==> src/rtl/irq_flag_unit.sv <==
// Interrupt-flag (IF) register stage feeding the SM83 core's IRQ trigger/acknowledge pair.
// Captures peripheral requests, serves IF over MMIO and stretches a STOP-mode wake pulse.
module irq_flag_unit #(
    parameter int unsigned          NUM_SRC   = 5,
    parameter logic [15:0]          IF_ADDR   = 16'hFF0F,
    parameter logic [NUM_SRC-1:0]   EDGE_MASK = 5'b11111,
    parameter logic [NUM_SRC-1:0]   WAKE_MASK = 5'b10000,
    parameter int unsigned          WAKE_LEN  = 4
) (
    input  logic               CLK,
    input  logic               SYNC_RESET,
    input  logic [15:0]        A,
    input  logic [7:0]         D_in,
    output logic [7:0]         D_out,
    output logic               D_oe,
    input  logic               RD,
    input  logic               WR,
    input  logic               MMIO_REQ,
    input  logic [NUM_SRC-1:0] INT_SRC,
    input  logic [7:0]         CPU_IRQ_ACK,
    output logic [7:0]         CPU_IRQ_TRIG,
    output logic               WAKE
);

    localparam logic [3:0] WakeLoad = 4'(WAKE_LEN);

    logic [NUM_SRC-1:0] if_q, if_d;
    logic [NUM_SRC-1:0] src_prev_q;
    logic [3:0]         wake_cnt_q, wake_cnt_d;

    logic               sel;
    logic [NUM_SRC-1:0] set;
    logic [NUM_SRC-1:0] base;
    logic [7:0]         rd_val;
    logic               unused_bits;

    // Upper ACK/data bits carry no implemented source.
    assign unused_bits = ^{CPU_IRQ_ACK, D_in};

    assign sel = MMIO_REQ & (A == IF_ADDR);

    always_comb begin
        set = '0;
        for (int i = 0; i < int'(NUM_SRC); i++) begin
            set[i] = EDGE_MASK[i] ? (INT_SRC[i] & ~src_prev_q[i]) : INT_SRC[i];
        end
    end

    // A new request always survives a same-cycle ACK or IF write of zero.
    always_comb begin
        base = (sel & WR) ? D_in[NUM_SRC-1:0] : if_q;
        if_d = (base & ~CPU_IRQ_ACK[NUM_SRC-1:0]) | set;
    end

    always_comb begin
        if (|(set & WAKE_MASK)) begin
            wake_cnt_d = WakeLoad;
        end else if (wake_cnt_q != 4'd0) begin
            wake_cnt_d = wake_cnt_q - 4'd1;
        end else begin
            wake_cnt_d = 4'd0;
        end
    end

    always_ff @(posedge CLK) begin
        if (SYNC_RESET) begin
            if_q       <= '0;
            src_prev_q <= INT_SRC;
            wake_cnt_q <= 4'd0;
        end else begin
            if_q       <= if_d;
            src_prev_q <= INT_SRC;
            wake_cnt_q <= wake_cnt_d;
        end
    end

    // Unimplemented IF bits read back as 1.
    always_comb begin
        rd_val              = 8'hFF;
        rd_val[NUM_SRC-1:0] = if_q;
    end

    always_comb begin
        CPU_IRQ_TRIG              = 8'h00;
        CPU_IRQ_TRIG[NUM_SRC-1:0] = if_q;
    end

    assign D_oe  = sel & RD;
    assign D_out = D_oe ? rd_val : 8'h00;
    assign WAKE  = (wake_cnt_q != 4'd0);

endmodule

==> config.mk <==
export PLATFORM = sky130hd
export DESIGN_NAME = irq_flag_unit
export DESIGN_NICKNAME = d
export VERILOG_FILES = /design/src/rtl/irq_flag_unit.sv
export SDC_FILE = /design/constraint.sdc
export NUM_CORES = 1
export LEC_CHECK = 0
export BUFFER_PORTS_ARGS = -buffer_cell sky130_fd_sc_hd__buf_2
export CORE_MARGIN = 5
export CORE_UTILIZATION = 40
export CTS_CLUSTER_DIAMETER = 50
export CTS_CLUSTER_SIZE = 12
export DETAILED_ROUTE_END_ITERATION = 16
export PLACE_DENSITY = 0.89
export SYNTH_ARGS = -nofsm -noshare
export SYNTH_HDL_FRONTEND = slang
export SYNTH_SLANG_ARGS = --single-unit
export TNS_END_PERCENT = 100
==> constraint.sdc <==
create_clock -name CLK -period 3.8 [get_ports CLK]
set_clock_uncertainty 0.15 [all_clocks]
set_input_delay 0.19 -clock CLK [delete_from_list [all_inputs] [get_ports CLK]]
set_output_delay 0.19 -clock CLK [all_outputs]
set_load 0.05 [all_outputs]
==> results.rst, run 1 <==
.. list-table::
   :header-rows: 1

   * - Metric
     - Value
   * - Run status
     - finished, final reports clean
   * - Share of the clock period used by the worst path
     - 58.6%
   * - Cells on Worst Hold Path
     - 4
   * - Largest family of logic cells by synthesized area
     - simple AND/OR/NAND/NOR gates
   * - Register bit count reported by yosys
     - 14
   * - Fraction of final layout cells sized beyond drive strength 1
     - 38.9%
   * - Final worst hold slack
     - 0.0693 ns
   * - Post-cts hold buffer count
     - 5
   * - Die X-Extent
     - 53.0 um
   * - Maximum achievable frequency
     - 449 MHz
   * - Count of vias placed by the detailed router
     - 817
   * - Sequential cell area fraction in the yosys report
     - 38.0%
   * - Worst-path cell with the longest stage delay
     - sky130_fd_sc_hd__nor4_4
   * - Min-Delay Path Class
     - primary input to flip-flop
   * - Die H
     - about 53 um
   * - Port Buffers
     - 50
   * - Pre-antenna DRT Iters
     - 4
   * - Pin slew with the least headroom to its limit
     - 0.891 ns
   * - Remaining antenna violation count after routing
     - 0
   * - Data required time of the critical path
     - 3.46 ns
   * - Most common cell after layout, fill and taps aside
     - sky130_fd_sc_hd__buf_2
   * - Mean Syn Cell Area
     - 8.11 sq um
   * - Post-synth top area cell
     - sky130_fd_sc_hd__dfxtp_1
   * - Routability congestion estimate
     - 0.756
   * - Clock power frac
     - 24.1%
   * - Root cell of the clock tree
     - sky130_fd_sc_hd__clkbuf_4
   * - Maximum fanout encountered on the critical timing path
     - 9
   * - Yosys warnings
     - 0
   * - Arrival time reported for the critical path endpoint
     - roughly 1.9 ns
   * - Shortest period the worst path allows
     - 2.23 ns
   * - Global-route wire length before repair
     - 3340 um
   * - Count of clock tree sinks
     - 14
   * - Remaining global-route overflow
     - 0
   * - Count of unique library cells instantiated by Yosys
     - 25
   * - Core Box Area
     - 1750 sq um
   * - Cell repeated most along the worst path
     - sky130_fd_sc_hd__buf_2
   * - Boundary pin count
     - 60
   * - Number of rows in the core area
     - 15
   * - CTS buffer count
     - 3
   * - Total wirelength of the detailed-routed design
     - 2200 um
   * - Power density normalized to cell area
     - 423 nW/um^2
   * - Number of buffers on the longest clock path
     - 2
   * - Mux contribution to synthesized area
     - 0%
   * - Antenna violations before repair
     - 0
   * - Drt wl/cell
     - 13.0 um
   * - Vias in the first global route
     - roughly 800
   * - Logic depth of the worst register-to-register path
     - 5
   * - Diode count
     - 0
   * - DRC
     - 0
   * - Combinational share of power
     - 35.4%
   * - Post-Route Setup TNS
     - 0 ns
   * - Simple-gate area share of the yosys netlist
     - 44.1%
   * - Pin count of the biggest net entering global routing
     - 18
   * - CTS HTree Levels
     - 1
   * - Layout-stage area growth over the synthesis result
     - 43.7%
   * - Leakage power
     - around 0.52 nW
   * - Number of instances in the synthesized netlist
     - 91
   * - Total number of nets in the final design
     - 188
   * - Share of the synthesized area in the top cell type
     - 38.0%
   * - Worst Path Buf+Inv
     - 2
   * - TritonCTS clock tree
     - built
   * - Number of DRC markers in iteration 0
     - 10
   * - Type of the setup path with the least slack
     - primary input to output pin
   * - Via-to-Cell Ratio
     - 4.83
   * - Clock insertion delay at the later pin of the skew report
     - about 0.28 ns
   * - Area share of fa/ha/maj cells after synthesis
     - 1.69%
   * - Number of cells on the critical path
     - 6
   * - Summed instance area of the synthesized netlist
     - 738 sq um
   * - HPWL reported at the end of detailed placement
     - 1710 um
   * - Internal power
     - 0.283 mW
   * - Gates resized, CTS repair
     - 0
   * - Sequential power share
     - just over 40%
   * - DIE AREA
     - 2800 sq um
   * - Total of fill cells in the finished design
     - 166
   * - Category of cells accounting for the largest share of critical-path delay
     - simple AND/OR/NAND/NOR gates
   * - Compound-gate portion of the synthesized area
     - 5.93%
   * - Buffers inserted during post-CTS setup optimization
     - 0
   * - Net switching fraction of the power
     - 37.0%
   * - CTS clk-pin slew, worst paths
     - 0.09 ns
   * - Commonest non-fill, non-tap cells in the layout
     - 50 x sky130_fd_sc_hd__buf_2, 14 x sky130_fd_sc_hd__dfxtp_1, 10 x sky130_fd_sc_hd__nor3b_1
   * - Worst Setup Start Kind
     - primary input
   * - Max-slew violation count
     - 0
   * - CP max stage delay
     - 0.47 ns
   * - Area contributors post-synth
     - sky130_fd_sc_hd__dfxtp_1 38%, sky130_fd_sc_hd__nor3b_1 10%, sky130_fd_sc_hd__nand3_1 6.1%
   * - Total count of hold-check failures in the final report
     - 0
   * - Max-cap viol count
     - 0
   * - Unrepaired setup endpoints after global routing
     - false
   * - Worst setup EP type
     - output pin
   * - VDD IR-drop max
     - 0.314 mV
   * - Number of setup violations in the final report
     - 0
   * - Total Routing Usage GR
     - 16.4%
   * - Initial Utilization
     - 42.3%
   * - Switching power of the nets
     - roughly 0.17 mW
   * - XOR/XNOR Fraction of Synth Area
     - 1.19%
   * - Worst slew margin relative to its limit
     - between 40% and 50%
   * - Cell breakdown of the critical path
     - buf_2 -> nand4bb_1 -> or4_4 -> nor4_4 -> and2_1 -> buf_2
==> tightest hold or removal path, cell delays in order <==
cell and delay [ns]:
sky130_fd_sc_hd__buf_2 0.10, sky130_fd_sc_hd__nor3b_1 0.04, sky130_fd_sc_hd__o21ai_0 0.06, sky130_fd_sc_hd__nand3_1 0.07
==> sequential cells by signal, indices dropped and copies added (netlist names) <==
name	count
if_q	5
src_prev_q	5
wake_cnt_q	4
==> Yosys cell counts <==
cell,instances
sky130_fd_sc_hd__nand2b_1,3
sky130_fd_sc_hd__o21ai_0,6
sky130_fd_sc_hd__a31oi_1,1
sky130_fd_sc_hd__nor2_1,9
sky130_fd_sc_hd__and2_1,5
sky130_fd_sc_hd__nand3_1,9
sky130_fd_sc_hd__nand4_1,1
sky130_fd_sc_hd__nand4bb_1,1
sky130_fd_sc_hd__o211ai_1,1
sky130_fd_sc_hd__nor4_1,1
sky130_fd_sc_hd__or3_1,1
sky130_fd_sc_hd__clkbuf_1,2
sky130_fd_sc_hd__or4_4,1
sky130_fd_sc_hd__conb_1,1
sky130_fd_sc_hd__xnor2_1,1
sky130_fd_sc_hd__nand3b_1,1
sky130_fd_sc_hd__buf_4,6
sky130_fd_sc_hd__dfxtp_1,14
sky130_fd_sc_hd__nor4_4,1
sky130_fd_sc_hd__nor3b_1,10
sky130_fd_sc_hd__nand2_1,9
sky130_fd_sc_hd__ha_1,1
sky130_fd_sc_hd__nor3_1,2
sky130_fd_sc_hd__or4_1,1
sky130_fd_sc_hd__inv_1,3
==> logic make-up (layout without fill, tap and decap cells) <==
| group | Yosys count | in the layout |
|---|---|---|
| flip-flops | 14 | 14 |
| other | 1 | 3 |
| buffers and inverters | 11 | 62 |
| adder cells (fa/ha/maj) | 1 | 1 |
| AND/OR/NAND/NOR | 55 | 55 |
| XOR/XNOR | 1 | 1 |
| AO/OA/AOI/OAI | 8 | 8 |
==> cell type report <==
cell class              instances  area [sq um]  area share, %
multi-input cells              68           402           37.9
flip-flops and latches         14           280           26.4
clock buffers                   4          36.3           3.42
well taps                      25          31.3           2.95
inverters                       3          11.3           1.06
repair buffers                 55           300           28.3
==> stage by stage <==
step	total power, mW	util (%)	std cells	instance area [sq um]	setup WS [ns]
detailed placement	0.337	55.8	160	975	1.56
global route	0.470	60.8	169	1060	1.47
CTS	0.450	60.8	169	1060	1.56
global placement	0.330	55.8	160	975	1.61
floorplan	0.297	-	93	746	1.28
finish	0.449	60.8	169	1060	1.57
==> power by group through the flow <==
| stage | registers, mW | clock network, mW | logic, mW |
|---|---|---|---|
| 3_5_place_dp | 0.185 | 0 | 0.153 |
| 2_1_floorplan | 0.193 | 0 | 0.104 |
| 4_1_cts | 0.181 | 0.109 | 0.159 |
| 3_3_place_gp | 0.183 | 0 | 0.147 |
| 5_1_grt | 0.184 | 0.115 | 0.171 |
| 6_report | 0.182 | 0.108 | 0.159 |
==> per-layer routing <==
metal	GRT usage [%]	share of wire, %	routed length (um)	vias up
li1	-	-	-	414
met1	16.2	34	747	369
met2	33.1	58	1270	32
met3	3.38	7.2	158	2
met4	5.11	0.77	17	0
met5	0	0	0	-
==> path summary, 6_finish.rpt <==
check	slack, ns	to	start
worst max-delay path	1.57	D_out[1]	A[4]
worst min-delay path	0.07	if_q[0]	CPU_IRQ_ACK[0]
worst max register to register	2.64	wake_cnt_q[3]	wake_cnt_q[0]
worst min register to register	0.30	wake_cnt_q[0]	wake_cnt_q[0]
Power figures use the tool's default switching activity.
==> run 2: changes to the inputs <==
CORE_UTILIZATION = 37   (was 40)
PLACE_DENSITY = 0.84   (was 0.89)
clock period = 2.1 ns   (was 3.8 ns; I/O delays follow)
==> run 2 against run 1 <==
Effect of this change:
- the run now ends with hold timing left
- utilization down 1.5 points
- die area increased by 6.5%
- critical path depth rose by 1
- register-to-register slack worse by 1.8 ns
- final area grew 7.3%
- non-clock buffer count is 7 higher
- power is 83% higher
- sequential share of layout area down 1.8 points
==> results.rst, run 2 (same netlist as run 1, synthesis figures left out) <==
.. list-table::
   :header-rows: 1

   * - Metric
     - Value
   * - Run status
     - complete, but fails checks (was finished, final reports clean)
   * - Violations in the final reports
     - hold timing
   * - Pin count of the biggest net entering global routing
     - 18 (unchanged)
   * - Data required time of the critical path
     - 1.85 ns (was 3.46 ns)
   * - CTS buffer count
     - 3 (unchanged)
   * - Worst slew margin relative to its limit
     - 58.5% (was 40.1%)
   * - Fraction of final layout cells sized beyond drive strength 1
     - 42.4% (was 38.9%)
   * - Most common cell after layout, fill and taps aside
     - sky130_fd_sc_hd__buf_2 (unchanged)
   * - Commonest non-fill, non-tap cells in the layout
     - 50 x sky130_fd_sc_hd__buf_2, 14 x sky130_fd_sc_hd__dfxtp_1, 10 x sky130_fd_sc_hd__nor3b_1 (unchanged)
   * - Via-to-Cell Ratio
     - 4.65 (was 4.83)
   * - Unrepaired setup endpoints after global routing
     - false (unchanged)
   * - Worst Path Buf+Inv
     - 3 (was 2)
   * - Total Routing Usage GR
     - 15.8% (was 16.4%)
   * - Maximum fanout encountered on the critical timing path
     - 6 (was 9)
   * - Share of the clock period used by the worst path
     - between 90% and 100%
   * - Power density normalized to cell area
     - 722 nW/um^2 (was 423 nW/um^2)
   * - Routability congestion estimate
     - 0.778 (was 0.756)
   * - Total count of hold-check failures in the final report
     - 1 (was 0)
   * - Shortest period the worst path allows
     - approximately 1.9 ns
   * - Initial Utilization
     - 38.4% (was 42.3%)
   * - Number of rows in the core area
     - 16 (was 15)
   * - Number of DRC markers in iteration 0
     - 7 (was 10)
   * - CTS clk-pin slew, worst paths
     - 0.09 ns (about the same)
   * - Total wirelength of the detailed-routed design
     - 2140 um (was 2200 um)
   * - Count of vias placed by the detailed router
     - 828 (was 817)
   * - Final worst hold slack
     - -0.00883 ns (was 0.0693 ns)
   * - DIE AREA
     - 2990 sq um (was 2800 sq um)
   * - Utilization after layout
     - 59.2% (was 60.8%)
   * - Cell breakdown of the critical path
     - buf_2 -> nand4bb_1 -> or4_4 -> nor4_4 -> buf_4 -> and2_4 -> buf_2 (was buf_2 -> nand4bb_1 -> or4_4 -> nor4_4 -> and2_1 -> buf_2)
   * - Die H
     - 54.7 um (was 53.0 um)
   * - Number of buffers on the longest clock path
     - 2 (unchanged)
   * - Category of cells accounting for the largest share of critical-path delay
     - simple AND/OR/NAND/NOR gates (unchanged)
   * - Vias in the first global route
     - 817 (was 791)
   * - Total number of nets in the final design
     - 195 (was 188)
   * - Core Box Area
     - 1920 sq um (was 1750 sq um)
   * - VDD IR-drop max
     - 0.581 mV (was 0.314 mV)
   * - Antenna violations before repair
     - 0 (unchanged)
   * - Boundary pin count
     - 60 (unchanged)
   * - Total power of the final layout
     - 0.822 mW (was 0.449 mW)
   * - Max-slew violation count
     - 0 (unchanged)
   * - Root cell of the clock tree
     - sky130_fd_sc_hd__clkbuf_4 (unchanged)
   * - Diode count
     - 0 (unchanged)
   * - Remaining antenna violation count after routing
     - 0 (unchanged)
   * - Die X-Extent
     - 54.7 um (was 53.0 um)
   * - Cell repeated most along the worst path
     - sky130_fd_sc_hd__buf_2 (unchanged)
   * - Number of setup violations in the final report
     - 0 (unchanged)
   * - Port Buffers
     - 50 (unchanged)
   * - Worst setup EP type
     - output pin (unchanged)
   * - Clock insertion delay at the later pin of the skew report
     - 0.28 ns (about the same)
   * - Buffers inserted during post-CTS setup optimization
     - 0 (unchanged)
   * - Area of combinational cells with multiple inputs
     - 414 sq um (was 402 sq um)
   * - Global-route wire length before repair
     - 3380 um (was 3340 um)
   * - Seq. cell area
     - 280 sq um (unchanged)
   * - Min-Delay Path Class
     - primary input to flip-flop (unchanged)
   * - Worst-path cell with the longest stage delay
     - sky130_fd_sc_hd__or4_4 (was sky130_fd_sc_hd__nor4_4)
   * - Count of clock tree sinks
     - 14 (unchanged)
   * - Gates resized, CTS repair
     - 0 (unchanged)
   * - Leakage power
     - 0.558 nW (was 0.518 nW)
   * - Pre-antenna DRT Iters
     - 4 (unchanged)
   * - Largest registers
     - if_q x5, src_prev_q x5, wake_cnt_q x4 (unchanged)
   * - Layout-stage area growth over the synthesis result
     - 54.2% (was 43.7%)
   * - Total of fill cells in the finished design
     - 188 (was 166)
   * - Drt wl/cell
     - 12.0 um (was 13.0 um)
   * - CP max stage delay
     - 0.46 ns (was 0.47 ns)
   * - Maximum achievable frequency
     - slightly above 500 MHz
   * - Pin slew with the least headroom to its limit
     - 0.618 ns (was 0.891 ns)
   * - CTS HTree Levels
     - 1 (unchanged)
   * - TritonCTS clock tree
     - built (unchanged)
   * - Remaining global-route overflow
     - 0 (unchanged)
   * - Type of the setup path with the least slack
     - primary input to output pin (unchanged)
   * - DRC
     - 0 (unchanged)
   * - Arrival time reported for the critical path endpoint
     - 1.68 ns (was 1.89 ns)
   * - Max-cap viol count
     - 0 (unchanged)
   * - Worst Setup Start Kind
     - primary input (unchanged)
==> run 2: worst min-delay path: cells and delay by family <==
family	cells	cell delay, ns
AO/OA/AOI/OAI	1	0.07
buffers and inverters	1	0.09
AND/OR/NAND/NOR	2	0.11
==> run 2: per-layer routing <==
metal / share of wire (%) / global-route usage [%] / vias to the layer above
li1: - / - / 426
met1: 37 / 16.7 / 368
met2: 55 / 28.7 / 30
met3: 5.9 / 4.90 / 4
met4: 1.6 / 6.22 / 0
met5: 0 / 0 / -
==> run 2: layout make-up <==
class	instances	share of cell area [%]
multi-input combinational	68	36.4
timing repair buffer	62	31.9
sequential	14	24.6
inverter	3	0.989
clock buffer	4	3.19
tap	27	2.97
==> run 2: power by group <==
part	internal, mW	leakage, nW	switching, mW
Combinational	0.106	0.420	0.194
Clock	0.106	0.0210	0.0884
Sequential	0.304	0.116	0.0240
Total	0.516	0.558	0.306
==> run 2: final timing paths <==
check / start / endpoint / slack [ns] / cells past startpoint
hold reg to reg: wake_cnt_q[0] / wake_cnt_q[0] / 0.31 / 1
setup reg to reg: wake_cnt_q[0] / wake_cnt_q[3] / 0.87 / 5
setup / recovery: A[4] / D_out[4] / 0.16 / 7
hold / removal: CPU_IRQ_ACK[3] / if_q[3] / -0.009 / 4
==> run 2: repair_timing <==
item | in CTS | in global routing
setup endpoints to repair | 0 | 0
endpoints found under the hold margin | 10 | 0
hold buffers | 9 | 0
==> run 2: stage by stage <==
step	setup slack, ns	area [sq um]	instances	hold slack, ns	setup TNS [ns]
floorplan	-0.0689	758	93	-0.0173	-0.435
CTS	0.160	1140	178	0.00218	0
detailed placement	0.170	1010	165	0.0762	0
global placement	0.205	1010	165	0.0724	0
finish	0.165	1140	178	-0.00883	0
global route	0.0496	1140	178	0.00433	0
